--- config.mk ---
export PLATFORM = sky130hd
export DESIGN_NAME = mbist_march_ctrl
export DESIGN_NICKNAME = d
export VERILOG_FILES = /design/src/rtl/mbist_pkg.sv /design/src/rtl/mbist_cmp_pipe.sv /design/src/rtl/mbist_march_ctrl.sv
export SDC_FILE = /design/constraint.sdc
export NUM_CORES = 1
export LEC_CHECK = 0
export CAP_MARGIN = 25
export CORE_ASPECT_RATIO = 0.5
export CORE_MARGIN = 2
export CORE_UTILIZATION = 45
export DETAILED_ROUTE_END_ITERATION = 10
export PLACE_DENSITY = 0.68
export SYNTH_ARGS = -nofsm -noshare
export SYNTH_HDL_FRONTEND = slang
export SYNTH_SLANG_ARGS = --single-unit
--- constraint.sdc ---
create_clock -name clk -period 5.3 [get_ports clk]
set_input_delay 1.06 -clock clk [delete_from_list [all_inputs] [get_ports clk]]
set_output_delay 1.06 -clock clk [all_outputs]
set_load 0.01 [all_outputs]
--- src/rtl/mbist_pkg.sv ---
// Shared types and the March C- element table for the MBIST controller.
package mbist_pkg;

    typedef enum logic [1:0] {
        ST_IDLE  = 2'd0,
        ST_RUN   = 2'd1,
        ST_DRAIN = 2'd2,
        ST_DONE  = 2'd3
    } state_t;

    localparam int         NUM_ELEMS = 6;
    localparam logic [2:0] LAST_ELEM = 3'(NUM_ELEMS - 1);

    // Background patterns as a single bit; replicated to the data width at the use site.
    localparam logic BG0 = 1'b0;
    localparam logic BG1 = 1'b1;

    typedef struct packed {
        logic down;
        logic two_ops;
        logic op0_wr;
        logic op0_bg;
        logic op1_wr;
        logic op1_bg;
    } elem_t;

    function automatic elem_t elem_info(input logic [2:0] e);
        elem_t r;
        r = '{down: 1'b0, two_ops: 1'b0, op0_wr: 1'b1, op0_bg: BG0, op1_wr: 1'b0, op1_bg: BG0};
        case (e)
            3'd0: r = '{down: 1'b0, two_ops: 1'b0, op0_wr: 1'b1, op0_bg: BG0, op1_wr: 1'b0, op1_bg: BG0};
            3'd1: r = '{down: 1'b0, two_ops: 1'b1, op0_wr: 1'b0, op0_bg: BG0, op1_wr: 1'b1, op1_bg: BG1};
            3'd2: r = '{down: 1'b0, two_ops: 1'b1, op0_wr: 1'b0, op0_bg: BG1, op1_wr: 1'b1, op1_bg: BG0};
            3'd3: r = '{down: 1'b1, two_ops: 1'b1, op0_wr: 1'b0, op0_bg: BG0, op1_wr: 1'b1, op1_bg: BG1};
            3'd4: r = '{down: 1'b1, two_ops: 1'b1, op0_wr: 1'b0, op0_bg: BG1, op1_wr: 1'b1, op1_bg: BG0};
            3'd5: r = '{down: 1'b1, two_ops: 1'b0, op0_wr: 1'b0, op0_bg: BG0, op1_wr: 1'b0, op1_bg: BG0};
            default: ;
        endcase
        return r;
    endfunction

endpackage

--- src/rtl/mbist_cmp_pipe.sv ---
// Delays read expectations to meet returning read data, compares, and captures the first failure.
// MBIST_ERR_LOG_EN adds a saturating mismatch counter.
module mbist_cmp_pipe
    import mbist_pkg::*;
#(
    parameter int DATA_WIDTH = 8,
    parameter int ADDR_WIDTH = 4
)(
    input  logic                  clk,
    input  logic                  rst,
    input  logic                  clr,
    input  logic                  in_rd,
    input  logic [DATA_WIDTH-1:0] in_exp,
    input  logic [ADDR_WIDTH-1:0] in_addr,
    input  logic [2:0]            in_elem,
    input  logic [DATA_WIDTH-1:0] rdata,
    output logic                  mismatch,
    output logic                  fail,
    output logic [ADDR_WIDTH-1:0] fail_addr,
    output logic [2:0]            fail_elem,
    output logic [DATA_WIDTH-1:0] fail_data
`ifdef MBIST_ERR_LOG_EN
    ,
    output logic [15:0]           err_count
`endif
);

    logic [2:0]            rd_q, rd_d;
    logic [DATA_WIDTH-1:0] exp_q  [3];
    logic [DATA_WIDTH-1:0] exp_d  [3];
    logic [ADDR_WIDTH-1:0] addr_q [3];
    logic [ADDR_WIDTH-1:0] addr_d [3];
    logic [2:0]            elem_q [3];
    logic [2:0]            elem_d [3];

    logic                  fail_q, fail_d;
    logic [ADDR_WIDTH-1:0] fail_addr_q, fail_addr_d;
    logic [2:0]            fail_elem_q, fail_elem_d;
    logic [DATA_WIDTH-1:0] fail_data_q, fail_data_d;
    logic [15:0]           err_q, err_d;

    assign mismatch = rd_q[2] && (rdata != exp_q[2]);

    always_comb begin
        rd_d      = {rd_q[1:0], in_rd};
        exp_d[0]  = in_exp;
        exp_d[1]  = exp_q[0];
        exp_d[2]  = exp_q[1];
        addr_d[0] = in_addr;
        addr_d[1] = addr_q[0];
        addr_d[2] = addr_q[1];
        elem_d[0] = in_elem;
        elem_d[1] = elem_q[0];
        elem_d[2] = elem_q[1];

        fail_d      = fail_q;
        fail_addr_d = fail_addr_q;
        fail_elem_d = fail_elem_q;
        fail_data_d = fail_data_q;
        err_d       = err_q;

        if (clr) begin
            fail_d      = 1'b0;
            fail_addr_d = '0;
            fail_elem_d = '0;
            fail_data_d = '0;
            err_d       = '0;
        end else if (mismatch) begin
            fail_d = 1'b1;
            // Only the first mismatch of a run is recorded.
            if (!fail_q) begin
                fail_addr_d = addr_q[2];
                fail_elem_d = elem_q[2];
                fail_data_d = rdata;
            end
            if (err_q != 16'hFFFF) err_d = err_q + 16'd1;
        end
    end

    always_ff @(posedge clk or posedge rst) begin
        if (rst) begin
            rd_q        <= '0;
            for (int i = 0; i < 3; i++) begin
                exp_q[i]  <= '0;
                addr_q[i] <= '0;
                elem_q[i] <= '0;
            end
            fail_q      <= 1'b0;
            fail_addr_q <= '0;
            fail_elem_q <= '0;
            fail_data_q <= '0;
            err_q       <= '0;
        end else begin
            rd_q        <= rd_d;
            exp_q       <= exp_d;
            addr_q      <= addr_d;
            elem_q      <= elem_d;
            fail_q      <= fail_d;
            fail_addr_q <= fail_addr_d;
            fail_elem_q <= fail_elem_d;
            fail_data_q <= fail_data_d;
            err_q       <= err_d;
        end
    end

    assign fail      = fail_q;
    assign fail_addr = fail_addr_q;
    assign fail_elem = fail_elem_q;
    assign fail_data = fail_data_q;
`ifdef MBIST_ERR_LOG_EN
    assign err_count = err_q;
`endif

endmodule

--- src/rtl/mbist_march_ctrl.sv ---
// March C- MBIST controller: sequences memory ops, feeds the compare pipe, reports results.
// MBIST_ERR_LOG_EN: keep running past mismatches and expose err_count.
module mbist_march_ctrl
    import mbist_pkg::*;
#(
    parameter int DATA_WIDTH = 8,
    parameter int ADDR_WIDTH = 4,
    parameter int CAPACITY   = 15
)(
    input  logic                  clk,
    input  logic                  rst,
    input  logic                  start,
    output logic                  write_read,
    output logic [ADDR_WIDTH-1:0] address,
    output logic [DATA_WIDTH-1:0] wdata,
    input  logic [DATA_WIDTH-1:0] rdata,
    output logic                  busy,
    output logic                  done,
    output logic                  fail,
    output logic [ADDR_WIDTH-1:0] fail_addr,
    output logic [2:0]            fail_elem,
    output logic [DATA_WIDTH-1:0] fail_data
`ifdef MBIST_ERR_LOG_EN
    ,
    output logic [15:0]           err_count
`endif
);

    localparam logic [ADDR_WIDTH-1:0] CAP = ADDR_WIDTH'(CAPACITY);
`ifdef MBIST_ERR_LOG_EN
    localparam bit STOP_ON_FAIL = 1'b0;
`else
    localparam bit STOP_ON_FAIL = 1'b1;
`endif

    state_t                state_q, state_d;
    logic [2:0]            elem_q, elem_d;
    logic [ADDR_WIDTH-1:0] addr_q, addr_d;
    logic                  sub_q, sub_d;
    logic [1:0]            drain_q, drain_d;
    logic                  busy_q, busy_d;
    logic                  done_q, done_d;

    // Issue stage: op decoded this cycle, presented to memory one cycle later.
    logic                  a_wr_q, a_wr_d;
    logic                  a_rd_q, a_rd_d;
    logic [ADDR_WIDTH-1:0] a_addr_q, a_addr_d;
    logic                  a_exp_q, a_exp_d;
    logic [2:0]            a_elem_q, a_elem_d;
    logic [DATA_WIDTH-1:0] wdata_q, wdata_d;
    logic                  write_read_q, write_read_d;
    logic [ADDR_WIDTH-1:0] address_q, address_d;

    elem_t info, next_info;
    logic  cur_wr, cur_bg, last_sub, last_addr, last_op, start_ok, mismatch, abort;

    always_comb begin
        info      = elem_info(elem_q);
        next_info = elem_info(elem_q + 3'd1);
        cur_wr    = sub_q ? info.op1_wr : info.op0_wr;
        cur_bg    = sub_q ? info.op1_bg : info.op0_bg;
        last_sub  = !info.two_ops || sub_q;
        last_addr = info.down ? (addr_q == '0) : (addr_q == CAP);
        last_op   = last_sub && last_addr && (elem_q == LAST_ELEM);
        start_ok  = start && (state_q == ST_IDLE || state_q == ST_DONE);
        abort     = STOP_ON_FAIL && mismatch;
    end

    always_comb begin
        state_d      = state_q;
        elem_d       = elem_q;
        addr_d       = addr_q;
        sub_d        = sub_q;
        drain_d      = drain_q;
        busy_d       = busy_q;
        done_d       = done_q;
        a_wr_d       = 1'b0;
        a_rd_d       = 1'b0;
        a_addr_d     = a_addr_q;
        a_exp_d      = a_exp_q;
        a_elem_d     = a_elem_q;
        wdata_d      = '0;
        write_read_d = a_wr_q;
        address_d    = a_addr_q;

        unique case (state_q)
            ST_IDLE, ST_DONE: begin
                if (start_ok) begin
                    state_d = ST_RUN;
                    elem_d  = '0;
                    addr_d  = '0;
                    sub_d   = 1'b0;
                    busy_d  = 1'b1;
                    done_d  = 1'b0;
                end
            end
            ST_RUN: begin
                if (abort) begin
                    state_d = ST_DRAIN;
                    drain_d = 2'd3;
                end else begin
                    a_wr_d   = cur_wr;
                    a_rd_d   = !cur_wr;
                    a_addr_d = addr_q;
                    a_exp_d  = cur_bg;
                    a_elem_d = elem_q;
                    wdata_d  = cur_wr ? {DATA_WIDTH{cur_bg}} : '0;
                    if (last_op) begin
                        state_d = ST_DRAIN;
                        drain_d = 2'd3;
                    end else if (!last_sub) begin
                        sub_d = 1'b1;
                    end else begin
                        sub_d = 1'b0;
                        if (last_addr) begin
                            elem_d = elem_q + 3'd1;
                            addr_d = next_info.down ? CAP : '0;
                        end else begin
                            addr_d = info.down ? addr_q - ADDR_WIDTH'(1) : addr_q + ADDR_WIDTH'(1);
                        end
                    end
                end
            end
            ST_DRAIN: begin
                if (drain_q == 2'd0) begin
                    state_d = ST_DONE;
                    busy_d  = 1'b0;
                    done_d  = 1'b1;
                end else begin
                    drain_d = drain_q - 2'd1;
                end
            end
            default: state_d = ST_IDLE;
        endcase
    end

    always_ff @(posedge clk or posedge rst) begin
        if (rst) begin
            state_q      <= ST_IDLE;
            elem_q       <= '0;
            addr_q       <= '0;
            sub_q        <= 1'b0;
            drain_q      <= '0;
            busy_q       <= 1'b0;
            done_q       <= 1'b0;
            a_wr_q       <= 1'b0;
            a_rd_q       <= 1'b0;
            a_addr_q     <= '0;
            a_exp_q      <= 1'b0;
            a_elem_q     <= '0;
            wdata_q      <= '0;
            write_read_q <= 1'b0;
            address_q    <= '0;
        end else begin
            state_q      <= state_d;
            elem_q       <= elem_d;
            addr_q       <= addr_d;
            sub_q        <= sub_d;
            drain_q      <= drain_d;
            busy_q       <= busy_d;
            done_q       <= done_d;
            a_wr_q       <= a_wr_d;
            a_rd_q       <= a_rd_d;
            a_addr_q     <= a_addr_d;
            a_exp_q      <= a_exp_d;
            a_elem_q     <= a_elem_d;
            wdata_q      <= wdata_d;
            write_read_q <= write_read_d;
            address_q    <= address_d;
        end
    end

    mbist_cmp_pipe #(
        .DATA_WIDTH (DATA_WIDTH),
        .ADDR_WIDTH (ADDR_WIDTH)
    ) u_cmp (
        .clk       (clk),
        .rst       (rst),
        .clr       (start_ok),
        .in_rd     (a_rd_q),
        .in_exp    ({DATA_WIDTH{a_exp_q}}),
        .in_addr   (a_addr_q),
        .in_elem   (a_elem_q),
        .rdata     (rdata),
        .mismatch  (mismatch),
        .fail      (fail),
        .fail_addr (fail_addr),
        .fail_elem (fail_elem),
        .fail_data (fail_data)
`ifdef MBIST_ERR_LOG_EN
        ,
        .err_count (err_count)
`endif
    );

    assign write_read = write_read_q;
    assign address    = address_q;
    assign wdata      = wdata_q;
    assign busy       = busy_q;
    assign done       = done_q;

endmodule
==> flow_summary.yaml <==
sta:
  final_hold_viol_count: 0
  finalClockSkew_ns: 0.00592
  rsz0062_at_grt: "no"
  relSlewSlack_pct: 43.4
  setup_viol: 0
  final_min_period_over_clock_period_pct: 56.0
  report.final.slew_viol_count: 0
  min_period_ns: 2.97
  setup_tns_ns: 0
  max_slew.worst_pin.slew_ns: 0.848
  fmax_mhz: 337
critical_path:
  critical_path_required_ns: 5.51
  r2r_start: "elem_q[0]$_DFFE_PP0P_"
  class_of_the_most_critical_setup_path: "primary input to flop"
  worstSetupStartpoint: "rdata[0]"
  critical_path_arrival_ns: 3.18
  critical_path.startpoint_type: "primary input"
  crit_fanout: 6
  end_kind: "flop"
floorplan:
  die_outline_width_um: 119
  pin_count: 42
  initial_core_util_pct: 47.9
  core_sq_um: 6260
  die_extent_in_y_um: 61.7
  rows: 20
  die_ar_sq_um: 7360
global_route:
  overflow: 0
  gr-usage-all-layers_pct: 18.4
  grt_antenna_before_repair: 0
  grt_max_degree: 43
  wire_length_of_the_first_global_routing_pass_um: 10000
  grt_pass1_vias: 2013
finish:
  layout_common_cells: "sky130_fd_sc_hd__dfrtp_1 (69), sky130_fd_sc_hd__clkdlybuf4s50_1 (41), sky130_fd_sc_hd__nand2_1 (19), sky130_fd_sc_hd__inv_1 (16), sky130_fd_sc_hd__a22o_1 (15)"
  count_of_inserted_antenna_diode_cells: 0
  final_layout_size_suffix_gt1_share_pct: 9.69
  synthToLayoutAreaGrowth_pct: 23.7
  mostFrequentLayoutCell: "sky130_fd_sc_hd__dfrtp_1"
  num-nets-final: 309
power_and_ir_drop:
  ir_drop_mv: 0.198
  power.combinational.fraction_pct: 38.0
  sequentialPowerShare_pct: 35.9
  pwr-share-clk_pct: 26.0
  switching_share_pct: 35.5
  power.net_switching_w: 0.000807
  total_power_w: 0.00227
  cellPowerDensity_nw_per_um2: 613
  static-leakage-power_nw: 1.69
  p_int_w: 0.00146
clock_tree:
  post-cts-setup-buffer-count: 0
  tritoncts.num_buffers: 9
  htreeDepth: 3
  path_clk_slew_ns: 0.06
  clk_path_buf_depth: 2
  cts-root-buf: "sky130_fd_sc_hd__clkbuf_16"
  hold_buffers: 0
  tritoncts: "done"
  worstSkewPairLatency_ns: 0.33
  cts_sinks: 69
  post_cts_resize_count: 0
run_status:
  run_status: "completed"
synthesis:
  ys_ff_latch: 69
  post_synth_design_cell_area_sq_um: 2990
  synth.top_cell.area_share_pct: 57.7
  synth-async-reset-ratio_pct: 100
  ys_seq_area_share_pct: 57.7
  synthesis.area_per_instance_sq_um: 12.0
  synth_flop_cell: "sky130_fd_sc_hd__dfrtp_1"
  synth.top_cells.by_area: "sky130_fd_sc_hd__dfrtp_1 (58%), sky130_fd_sc_hd__ha_1 (5.4%), sky130_fd_sc_hd__a22o_1 (4.4%)"
  netlist_instances: 249
  synth-edff-count: 0
  synth_cell_types: 51
  synth_warn: 0
  synth_top_cell_by_area: "sky130_fd_sc_hd__dfrtp_1"
  syn_nets: 274
detailed_routing:
  maxUsedRoutingLayer: "met4"
  antenna_left: 0
  detail_route.wirelength_um: 5890
  wirelength_met1_um: 2700
  met3RoutedLength_um: 399
  first_iter_violations: 136
  wl_per_cell_um: 15.6
  wl_met2_um: 2710
  number_of_iterations_in_the_first_detailed_routing_pass: 4
  vias: 2034
  detail_route.drc_violations: 0
  routed_via_density: 5.40
min_path:
  min-delay-path-class: "flop to flop"
  timing.hold.worst.start: "u_cmp.elem_d[2]$_DFF_PP0_"
place:
  dp_hpwl_um: 4090
  place.gp.congestion: 0.827
  place.port_buffers: 41
flow_run:
  max-cap-violations: 0
-- cell type report --
| type | count | area (sq um) |
|---|---|---|
| Fill cell | 491 | 2550 |
| Sequential cell | 69 | 1730 |
| Multi-Input combinational cell | 144 | 1080 |
| Timing Repair Buffer | 43 | 425 |
| Clock buffer | 9 | 225 |
| Tap cell | 88 | 110 |
| Clock inverter | 7 | 73.8 |
| Inverter | 17 | 63.8 |
-- power groups by stage --
stage                     clock network [W]  logic [W]  registers [W]
after floorplan                           0   0.000590       0.000817
after global placement                    0   0.000834       0.000809
after detailed placement                  0   0.000859       0.000826
after CTS                          0.000602   0.000866       0.000818
after global routing               0.000630   0.000952       0.000840
final                              0.000591   0.000864       0.000816
-- sequential cells by signal, summed over array words and instances (netlist names), 2 cells and up --
signal and count:
addr_q 4, u_cmp.fail_addr 4, a_elem_q 3, u_cmp.addr_d 8, u_cmp.elem_q 3, u_cmp.addr_q 4
u_cmp.fail_elem 3, drain_q 2, u_cmp.exp_d 2, elem_q 3, u_cmp.fail_data 8, u_cmp.rd_q 3
u_cmp.elem_d 6, a_addr_q 4, state_q 2
-- synth_stat cells (2+ instances only) --
cell type	instances
sky130_fd_sc_hd__a32o_1	2
sky130_fd_sc_hd__o211ai_1	2
sky130_fd_sc_hd__nand2_1	19
sky130_fd_sc_hd__o21ai_0	13
sky130_fd_sc_hd__nand4_1	2
sky130_fd_sc_hd__buf_4	11
sky130_fd_sc_hd__o21a_1	2
sky130_fd_sc_hd__nor2b_1	3
sky130_fd_sc_hd__nor3b_1	3
sky130_fd_sc_hd__o22ai_1	2
sky130_fd_sc_hd__nor4_1	3
sky130_fd_sc_hd__nand3_1	6
sky130_fd_sc_hd__a222oi_1	2
sky130_fd_sc_hd__dfrtp_1	69
sky130_fd_sc_hd__mux2i_1	6
sky130_fd_sc_hd__o41ai_1	2
sky130_fd_sc_hd__and2_1	3
sky130_fd_sc_hd__a211oi_4	2
sky130_fd_sc_hd__inv_1	17
sky130_fd_sc_hd__clkbuf_1	4
sky130_fd_sc_hd__nor3_1	4
sky130_fd_sc_hd__nand2b_1	4
sky130_fd_sc_hd__buf_2	3
sky130_fd_sc_hd__a22o_1	15
sky130_fd_sc_hd__ha_1	13
sky130_fd_sc_hd__a21oi_1	5
sky130_fd_sc_hd__nor2_1	8
-- per-stage QoR --
step	util, %	worst slack [ns]	instances	hold slack (ns)	area [sq um]
floorplan	-	2.50	249	0.331	2990
global placement	54.4	2.12	361	0.334	3410
detailed placement	54.4	2.03	361	0.335	3410
CTS	59.2	2.38	377	0.342	3700
global route	59.2	2.24	377	0.341	3700
finish	59.2	2.33	377	0.345	3700
-- cells by family (layout without fill, tap and decap cells) --
| kind of cell | count (synthesis) | in the layout | synth area share [%] |
|---|---|---|---|
| mux | 7 | 7 | 2.38 |
| buf+inv | 36 | 76 | 6.27 |
| simple gates | 59 | 59 | 10.0 |
| flops | 69 | 69 | 57.7 |
| xor+xnor | 2 | 2 | 0.585 |
| compound gates | 62 | 62 | 17.0 |
| fa+ha+maj | 14 | 14 | 6.10 |
-- metal layers --
layer  GRT usage, %  vias to the layer above
met5              0                        -
met4           5.88                        0
met3           7.59                        8
met2           31.4                       68
met1           22.2                     1016
li1               -                      942
-- worst max-delay path: stages --
cell                              delay, ns
sky130_fd_sc_hd__clkdlybuf4s50_1       0.52
sky130_fd_sc_hd__nand4_1               0.12
sky130_fd_sc_hd__or3_1                 0.41
sky130_fd_sc_hd__a31oi_1               0.55
sky130_fd_sc_hd__nand2b_1              0.16
sky130_fd_sc_hd__a222oi_1              0.35
-- final timing paths --
| check | endpoint | slack, ns | cells after the start |
|---|---|---|---|
| setup / recovery | drain_q[0]$_DFFE_PP0P_ | 2.33 | 6 |
| hold / removal | u_cmp.elem_q[2]$_DFF_PP0_ | 0.34 | 0 |
| setup reg to reg | addr_q[3]$_DFFE_PP0P_ | 2.46 | 10 |
| hold reg to reg | u_cmp.elem_q[2]$_DFF_PP0_ | 0.34 | 0 |
| max in group asynchronous | u_cmp.addr_q[0]$_DFF_PP0_ | 3.19 | 3 |
| min in group asynchronous | u_cmp.fail_addr[0]$_DFFE_PP0P_ | 1.23 | 2 |
Power figures use the tool's default switching activity.
